===== src/rtl/l1_event_scheduler.sv =====
// Purpose: round-robin scheduler issuing one-hot event pulses into the L1 layer and collecting its spike result.
// Latency: request to o_event is 2 cycles from idle; the result appears p_gap cycles after the issue pulse.
// Backpressure: requests latch as sticky pending flags; repeat requests on a pending channel are dropped and counted.
module l1_event_scheduler #(
  parameter int p_gap       = 6,
  parameter int p_cnt_width = 8
) (
  input  logic                   i_clk,
  input  logic                   i_rst,
  input  logic                   i_enable,
  input  logic [4:1]             i_event_req,
  input  logic [6:1]             i_spike_out,
  output logic [4:1]             o_event,
  output logic                   o_busy,
  output logic [4:1]             o_pending,
  output logic [6:1]             o_result,
  output logic                   o_result_valid,
  output logic [4:1]             o_result_chan,
  output logic [p_cnt_width-1:0] o_drop_cnt
);

  localparam logic [1:0] S_IDLE  = 2'd0;
  localparam logic [1:0] S_ISSUE = 2'd1;
  localparam logic [1:0] S_WAIT  = 2'd2;
  localparam logic [1:0] S_DONE  = 2'd3;

  localparam logic [p_cnt_width-1:0] lp_one      = {{(p_cnt_width-1){1'b0}}, 1'b1};
  localparam logic [p_cnt_width-1:0] lp_gap_load = p_cnt_width'(p_gap - 1);
  localparam logic [p_cnt_width-1:0] lp_cnt_max  = {p_cnt_width{1'b1}};

  // Internal vectors use [3:0]; bit 0 is channel 1.
  logic [1:0]             r_state;
  logic [3:0]             r_pending;
  logic [1:0]             r_rr_idx;
  logic [3:0]             r_grant;
  logic [p_cnt_width-1:0] r_gap_cnt;
  logic [5:0]             r_acc;
  logic [3:0]             r_event;
  logic [5:0]             r_result;
  logic                   r_result_valid;
  logic [3:0]             r_result_chan;
  logic [p_cnt_width-1:0] r_drop_cnt;

  logic [3:0]             w_sel;
  logic [1:0]             w_sel_idx;
  logic                   w_found;
  logic                   w_grant_go;
  logic [3:0]             w_grant_vec;
  logic [3:0]             w_drops;
  logic [2:0]             w_drop_num;
  logic [p_cnt_width+2:0] w_drop_sum;

  // Pick the first pending channel at or after the round-robin pointer, wrapping 4 -> 1.
  always_comb begin
    logic [1:0] v_idx;
    v_idx     = r_rr_idx;
    w_sel     = 4'b0000;
    w_sel_idx = r_rr_idx;
    w_found   = 1'b0;
    for (int k = 0; k < 4; k++) begin
      v_idx = r_rr_idx + 2'(k);
      if (!w_found && r_pending[v_idx]) begin
        w_found       = 1'b1;
        w_sel[v_idx]  = 1'b1;
        w_sel_idx     = v_idx;
      end
    end
  end

  // The cycle that presents a result is a recovery cycle: no grant is taken there,
  // which sets the issue-to-issue spacing to p_gap+2.
  assign w_grant_go  = (r_state == S_IDLE) && i_enable && w_found && !r_result_valid;
  assign w_grant_vec = w_grant_go ? w_sel : 4'b0000;

  // A request on a channel that stays pending this cycle has nowhere to go.
  assign w_drops    = i_event_req & r_pending & ~w_grant_vec;
  assign w_drop_num = {2'b00, w_drops[0]} + {2'b00, w_drops[1]} +
                      {2'b00, w_drops[2]} + {2'b00, w_drops[3]};
  assign w_drop_sum = {3'b000, r_drop_cnt} + {{p_cnt_width{1'b0}}, w_drop_num};

  // Sticky pending flags and saturating drop counter.
  always_ff @(posedge i_clk or posedge i_rst) begin
    if (i_rst) begin
      r_pending  <= 4'b0000;
      r_drop_cnt <= '0;
    end else begin
      r_pending <= (r_pending & ~w_grant_vec) | i_event_req;
      if (w_drop_sum > {3'b000, lp_cnt_max}) begin
        r_drop_cnt <= lp_cnt_max;
      end else begin
        r_drop_cnt <= w_drop_sum[p_cnt_width-1:0];
      end
    end
  end

  // Issue / settle-window / result FSM.
  always_ff @(posedge i_clk or posedge i_rst) begin
    if (i_rst) begin
      r_state        <= S_IDLE;
      r_rr_idx       <= 2'd0;
      r_grant        <= 4'b0000;
      r_gap_cnt      <= '0;
      r_acc          <= 6'b000000;
      r_event        <= 4'b0000;
      r_result       <= 6'b000000;
      r_result_valid <= 1'b0;
      r_result_chan  <= 4'b0000;
    end else begin
      r_event        <= 4'b0000;
      r_result_valid <= 1'b0;
      case (r_state)
        S_IDLE: begin
          if (w_grant_go) begin
            r_state   <= S_ISSUE;
            r_grant   <= w_sel;
            r_event   <= w_sel;
            r_rr_idx  <= w_sel_idx + 2'd1;
            r_acc     <= 6'b000000;
            r_gap_cnt <= lp_gap_load;
          end
        end
        S_ISSUE, S_WAIT: begin
          // With p_gap=2 the counter is already 1 in ISSUE and the window skips WAIT.
          r_acc     <= r_acc | i_spike_out;
          r_gap_cnt <= r_gap_cnt - lp_one;
          r_state   <= (r_gap_cnt == lp_one) ? S_DONE : S_WAIT;
        end
        default: begin
          r_result       <= r_acc | i_spike_out;
          r_result_chan  <= r_grant;
          r_result_valid <= 1'b1;
          r_state        <= S_IDLE;
        end
      endcase
    end
  end

  assign o_event        = r_event;
  assign o_busy         = (r_state == S_ISSUE) || (r_state == S_WAIT);
  assign o_pending      = r_pending;
  assign o_result       = r_result;
  assign o_result_valid = r_result_valid;
  assign o_result_chan  = r_result_chan;
  assign o_drop_cnt     = r_drop_cnt;

endmodule


===== config.mk =====
export PLATFORM = sky130hd
export DESIGN_NAME = l1_event_scheduler
export DESIGN_NICKNAME = d
export VERILOG_FILES = /design/src/rtl/l1_event_scheduler.sv
export SDC_FILE = /design/constraint.sdc
export NUM_CORES = 1
export LEC_CHECK = 0
export CORE_ASPECT_RATIO = 0.75
export CORE_MARGIN = 4
export CORE_UTILIZATION = 46
export CTS_BUF_LIST = sky130_fd_sc_hd__clkbuf_8
export DETAILED_ROUTE_END_ITERATION = 8
export PLACE_DENSITY_LB_ADDON = 0.1
export SLEW_MARGIN = 20
export SYNTH_ARGS = -nofsm -noshare
export SYNTH_HDL_FRONTEND = slang
export SYNTH_SLANG_ARGS = --single-unit

===== constraint.sdc =====
create_clock -name i_clk -period 5.1 [get_ports i_clk]
set_input_delay 1.02 -clock i_clk [delete_from_list [all_inputs] [get_ports i_clk]]
set_output_delay 1.02 -clock i_clk [all_outputs]
set_load 0.005 [all_outputs]

; After elaboration in Yosys (flattened, before gate mapping)
; Cells that the tools add are included.
[totals]
reg_bits = 49
elab_cells = 101
output_inout_bits = 28
[op_classes]
n_eq_ne = 4
magnitude_cmp = 9
mux = 38
n_reduce_logical = 21
addsub = 9
bitwise_logic = 9
[ops]
columns = operator, count
row1 = 4-bit 2-to-1 mux, 6
row2 = 8-bit 2-to-1 mux, 2
row3 = 4-bit OR, 4
row4 = 8-bit case mux with 2 select lines, 1
row5 = 1-bit 2-to-1 mux, 14
row6 = 4-bit AND, 3
row7 = "2-bit by 3-bit less-than comparator with 1-bit output, second input constant", 4
row8 = 6-bit case mux with 2 select lines, 1
row9 = 1-bit logical AND, 10
row10 = 8-bit by 3-bit adder with 9-bit output, 1
row11 = "9-bit by 8-bit greater-than comparator with 1-bit output, second input constant", 1
row12 = 1-bit binary-select mux with 2-bit select, 4
row13 = 1-bit demux with 2-bit select, 4
row14 = "8-bit by 1-bit == test with 1-bit output, second input constant", 1
row15 = "2-bit by 1-bit greater-or-equal comparator with 1-bit output, second input constant", 4
row16 = 2-bit 2-to-1 mux, 4
row17 = "8-bit by 1-bit subtractor with 8-bit output, second input constant", 1
row18 = 6-bit 2-to-1 mux, 1
row19 = 6-bit OR, 1
row20 = "2-bit by 1-bit adder with 2-bit output, second input constant", 2
row21 = "2-bit adder, second input constant", 2
row22 = 1-bit logical NOT, 4
row23 = 4-bit inverter, 1
row24 = 2-bit case mux with 2 select lines, 1
row25 = other kinds (12), 13

; Logic depth before layout (Yosys ltp)
[depth]
word_depth = 23
mapped_depth = 16
mapped_depth_nobuf = 14

; Least setup slack after synthesis
; Ideal clock, no wire load.
[synth_path]
path_type = register to register
startpoint = register r_rr_idx[1]
endpoint = register r_drop_cnt[0], in the netlist o_drop_cnt[0]
arrival_ps = 4209
setup_time_ps = 124
path_stages_with_launch = 17
required_ps = 4976
slack_ps = 766
period_less_slack_ps = 4334
path_cell_list = dfrtp_1 > clkbuf_1 > inv_1 > ha_1 > buf_2 > mux4_2 > nand2_1 > a21oi_1 > a221oi_1 > o211ai_1 > fa_1 > inv_1 > fa_1 > fa_1 > and2_1 > nand3_1 > nand2b_1
[synth_between]
elab_chain_cells = 23
[synth_rtl]
columns = item, line
row1 = "start, declared", 34  ; logic [1:0] r_rr_idx;
row2 = "start signal, assigned", 117  ; r_rr_idx <= w_sel_idx + 2'd1;
row3 = "parallel branches: the longest is 14 deep, another holds 2-bit by 3-bit less-than comparator with 1-bit output", -
row4 = 4-bit 2-to-1 mux (*), 73  ; assign w_grant_vec = w_grant_go ? w_sel : 4'b0000;
row5 = 4-bit inverter (*), 76  ; assign w_drops = i_event_req & r_pending & ~w_grant_vec;
row6 = 4-bit AND (*), 76
row7 = 1-bit by 1-bit adder with 2-bit output, 77  ; assign w_drop_num = {2'b00, w_drops[0]} + {2'b00, w_drops[1]} +
row8 = 2-bit by 1-bit adder with 3-bit output, 77
row9 = 3-bit by 1-bit adder with 3-bit output (*), 78  ; {2'b00, w_drops[2]} + {2'b00, w_drops[3]};
row10 = 8-bit by 3-bit adder with 9-bit output (*), 79  ; assign w_drop_sum = {3'b000, r_drop_cnt} + {{p_cnt_width{1'b0}}, w_drop_num};
row11 = 9-bit by 8-bit greater-than comparator with 1-bit output, 88  ; if (w_drop_sum > {3'b000, lp_cnt_max}) begin
row12 = 8-bit 2-to-1 mux (*), 88
row13 = "end signal, assigned", 89  ; r_drop_cnt <= lp_cnt_max;
row14 = "end signal, assigned", 91  ; r_drop_cnt <= w_drop_sum[p_cnt_width-1:0];
row15 = "end, declared", 42  ; logic [p_cnt_width-1:0] r_drop_cnt;
; Every way passes the cells marked *. The select of a mux whose other input is x is not followed.
; A chain may end at the register's enable or synchronous reset.

; Final worst setup path
[layout_path]
startpoint = register r_rr_idx[0]
endpoint = register r_drop_cnt[1], in the netlist o_drop_cnt[1]
; The elaborated chain is that of the path after synthesis.

==> reports/summary.txt <==
Finished Layout Cells -> 381
Tcrit/Tclk final -> 85.8%
synth unique cells -> 47
DRC -> 0
number of I/O pins -> 41
hold bufs inserted after CTS -> 0
area growth from synthesis to layout -> 22.2%
status -> completed
sw power -> 274 uW
Max-slew headroom -> 44.2%
grt ovf -> 0
GP Congestion -> 0.815
wire length on met3 -> 270 um
total power -> 965 uW
Max Slew Vio Count -> 0
critical path startpoint category -> flop
top cell type's share of synthesized area -> 46.6%
Post-CTS Setup Inserts -> 0
FILL cells -> 453
pwr dens -> 300 nW/um^2
CTS sink count -> 49
die span in y -> 73.5 um
initial core utilization -> 48.3%
Initial DRT Pass Iterations -> 4
area leader, netlist -> dfrtp_1
Clock H-tree levels -> 2
Mapped Nets -> 296
Switching Share -> 28.4%
final hold vios -> 0
P_int -> 691 uW
Comb pwr share -> 21.9%
initial antenna violation count -> 0
Final TNS setup -> 0 ns
prevailing post-synth register cell -> dfrtp_1
crit path capture type -> flop
PortBufs -> 40
CP Class -> flop to flop
Reg clk slew, reported paths -> 0.10 ns
Period minus WS final -> 4.38 ns
CORE AREA -> 5440 sq um
root buf cell -> clkbuf_8
Final nets -> 333
drt total wl -> 5790 um
CTS tree -> built
Critical Path RT -> 5.29 ns
Routed WL per cell -> 15.2 um
Clock Power Share -> 30.7%
cell area after synthesis -> 2630 sq um
Worst Skew -> 0.00524 ns
Final setup viols -> 0
Met1 Wirelength -> 3140 um
asr flop ratio synth -> 100%
Die Area -> 7000 sq um
RSZ-0062 raised after global routing -> false
met2 routed WL -> 2330 um
post-DR vias/cell -> 5.40
#FFs+latches synth -> 49
total number of vias -> 2056
most frequent cell after synthesis -> dfrtp_1
fin util -> 59.1%
Max clock buf depth -> 2
dpl hpwl -> 4020 um
post_cts resized -> 0
initial drt markers -> 67
sequential power share -> 47.5%
n_diodes -> 0
layout cells sized above 1 -> 7.52%
synth warn -> 0
crit path DAT -> 4.57 ns
critical path peak fanout -> 11
FP Rows -> 23
first-pass GRT wire length -> 9740 um
synth top area cells -> dfrtp_1 47%, ha_1 5.7%, nor2_1 4.7%, a21oi_1 3.8%, nand2_1 3.6%
Mapped Avg Cell Area -> 9.81 sq um
worst vdd ir -> 0.000245 V
max-cap viol count -> 0
Least-Margin Pin Slew -> 0.836 ns
Mapped Cells -> 268
placed cell count -> 373
Worst Hold Class -> flop to flop
largest net degree at the start of global routing -> 50
Commonest cells post-synth -> 49 x dfrtp_1, 33 x nor2_1, 25 x nand2_1, 20 x a21oi_1, 17 x inv_1
vias in the first global route -> 1950
top layer in use -> met4
Skew-Pair Late Insertion Delay -> 0.31 ns
Die W -> 95.3 um
DRT antenna net count -> 0
f_max -> 0.228 GHz
Post-synth EDFFs -> 0
CTS Buf Count -> 5
post-synthesis sequential area ratio -> 46.6%
Leakage -> 1.41 nW
GRT Overall Usage -> 18.0%
-- worst max-delay path, cell delays in order, from the launching register on --
cell	delay [ns]
dfrtp_1	0.35
inv_1	0.09
ha_1	0.52
mux4_2	0.65
nand2_1	0.11
a21oi_1	0.06
a221oi_1	0.36
o211ai_1	0.15
fa_1	0.51
inv_1	0.05
fa_1	0.46
fa_1	0.48
and2_1	0.19
nand3_1	0.18
nand2b_1	0.09
-- worst paths after layout --
path	startpoint	to	slack [ns]	depth (start not counted)
worst max-delay path	r_rr_idx[0]$_DFFE_PP0P_	o_drop_cnt[1]$_DFF_PP0_	0.72	14
worst min-delay path	r_grant[3]$_DFFE_PP0P_	r_grant[3]$_DFFE_PP0P_	0.49	1
worst max register to register	r_rr_idx[0]$_DFFE_PP0P_	o_drop_cnt[1]$_DFF_PP0_	0.72	14
worst min register to register	r_grant[3]$_DFFE_PP0P_	r_grant[3]$_DFFE_PP0P_	0.49	1
max in group asynchronous	i_rst	r_gap_cnt[0]$_DFFE_PP0P_	3.44	2
min in group asynchronous	i_rst	o_result[1]$_DFFE_PP0P_	1.16	2
-- power groups by stage --
stage               logic (mW)  clock network (mW)  registers, mW
floorplan                0.105                   0          0.462
global placement         0.204                   0          0.465
detailed placement       0.206                   0          0.464
CTS                      0.217               0.301          0.458
global route             0.239               0.321          0.463
finish                   0.211               0.296          0.458
-- flip-flops by register name, summed over array words and instances, names as in the netlist --
register / flops
r_grant: 4
r_gap_cnt: 8
o_event: 4
o_pending: 4
r_acc: 6
r_state: 2
o_drop_cnt: 8
o_result_chan: 4
r_rr_idx: 2
o_result: 6
o_result_valid: 1
-- cell families (layout without fill, tap and decap cells) --
group	Yosys count	in the layout	synth area share, %
mux	10	10	5.52
compound gates	66	66	16.8
simple gates	94	94	17.2
buf+inv	30	68	4.47
xor+xnor	4	4	1.33
flops	49	49	46.6
fa+ha+maj	15	15	8.00
-- placed cells by master (no fill, tap or decap), types with 5 or more instances in the layout --
master           netlist  layout
nand3_1                5       5
o21ai_0               12      12
dfrtp_1               49      49
ha_1                  12      12
clkdlybuf4s50_1        0      40
a21o_1                 5       5
nand3b_1               6       6
a21oi_1               20      20
nor3_1                 6       6
inv_1                 17      16
clkbuf_8               0       5
nand2_1               25      25
a221oi_1               5       5
mux2_2                 6       6
nor2_1                33      33
-- per-layer routing --
metal | GRT usage (%) | vias up
met5 | 0 | -
met4 | 4.32 | 0
met3 | 4.61 | 5
met2 | 24.0 | 51
met1 | 28.9 | 979
li1 | - | 1021
-- cell type report --
class | instances | area [sq um] | share of cell area (%)
inverter | 17 | 65.1 | 2.03
tap | 75 | 93.8 | 2.92
clock inverter | 3 | 50.0 | 1.56
timing repair buffer | 43 | 423 | 13.2
sequential | 49 | 1230 | 38.2
multi-input combinational | 189 | 1280 | 40.0
clock buffer | 5 | 68.8 | 2.14
-- per-stage QoR --
step	setup slack [ns]	hold slack, ns	cell area [sq um]
finish	0.723	0.488	3210
global route	0.428	0.523	3210
CTS	0.710	0.495	3210
detailed placement	0.735	0.465	3090
global placement	0.839	0.471	3090
floorplan	0.766	0.444	2630
Note: power is estimated with default switching activity, not from simulation.
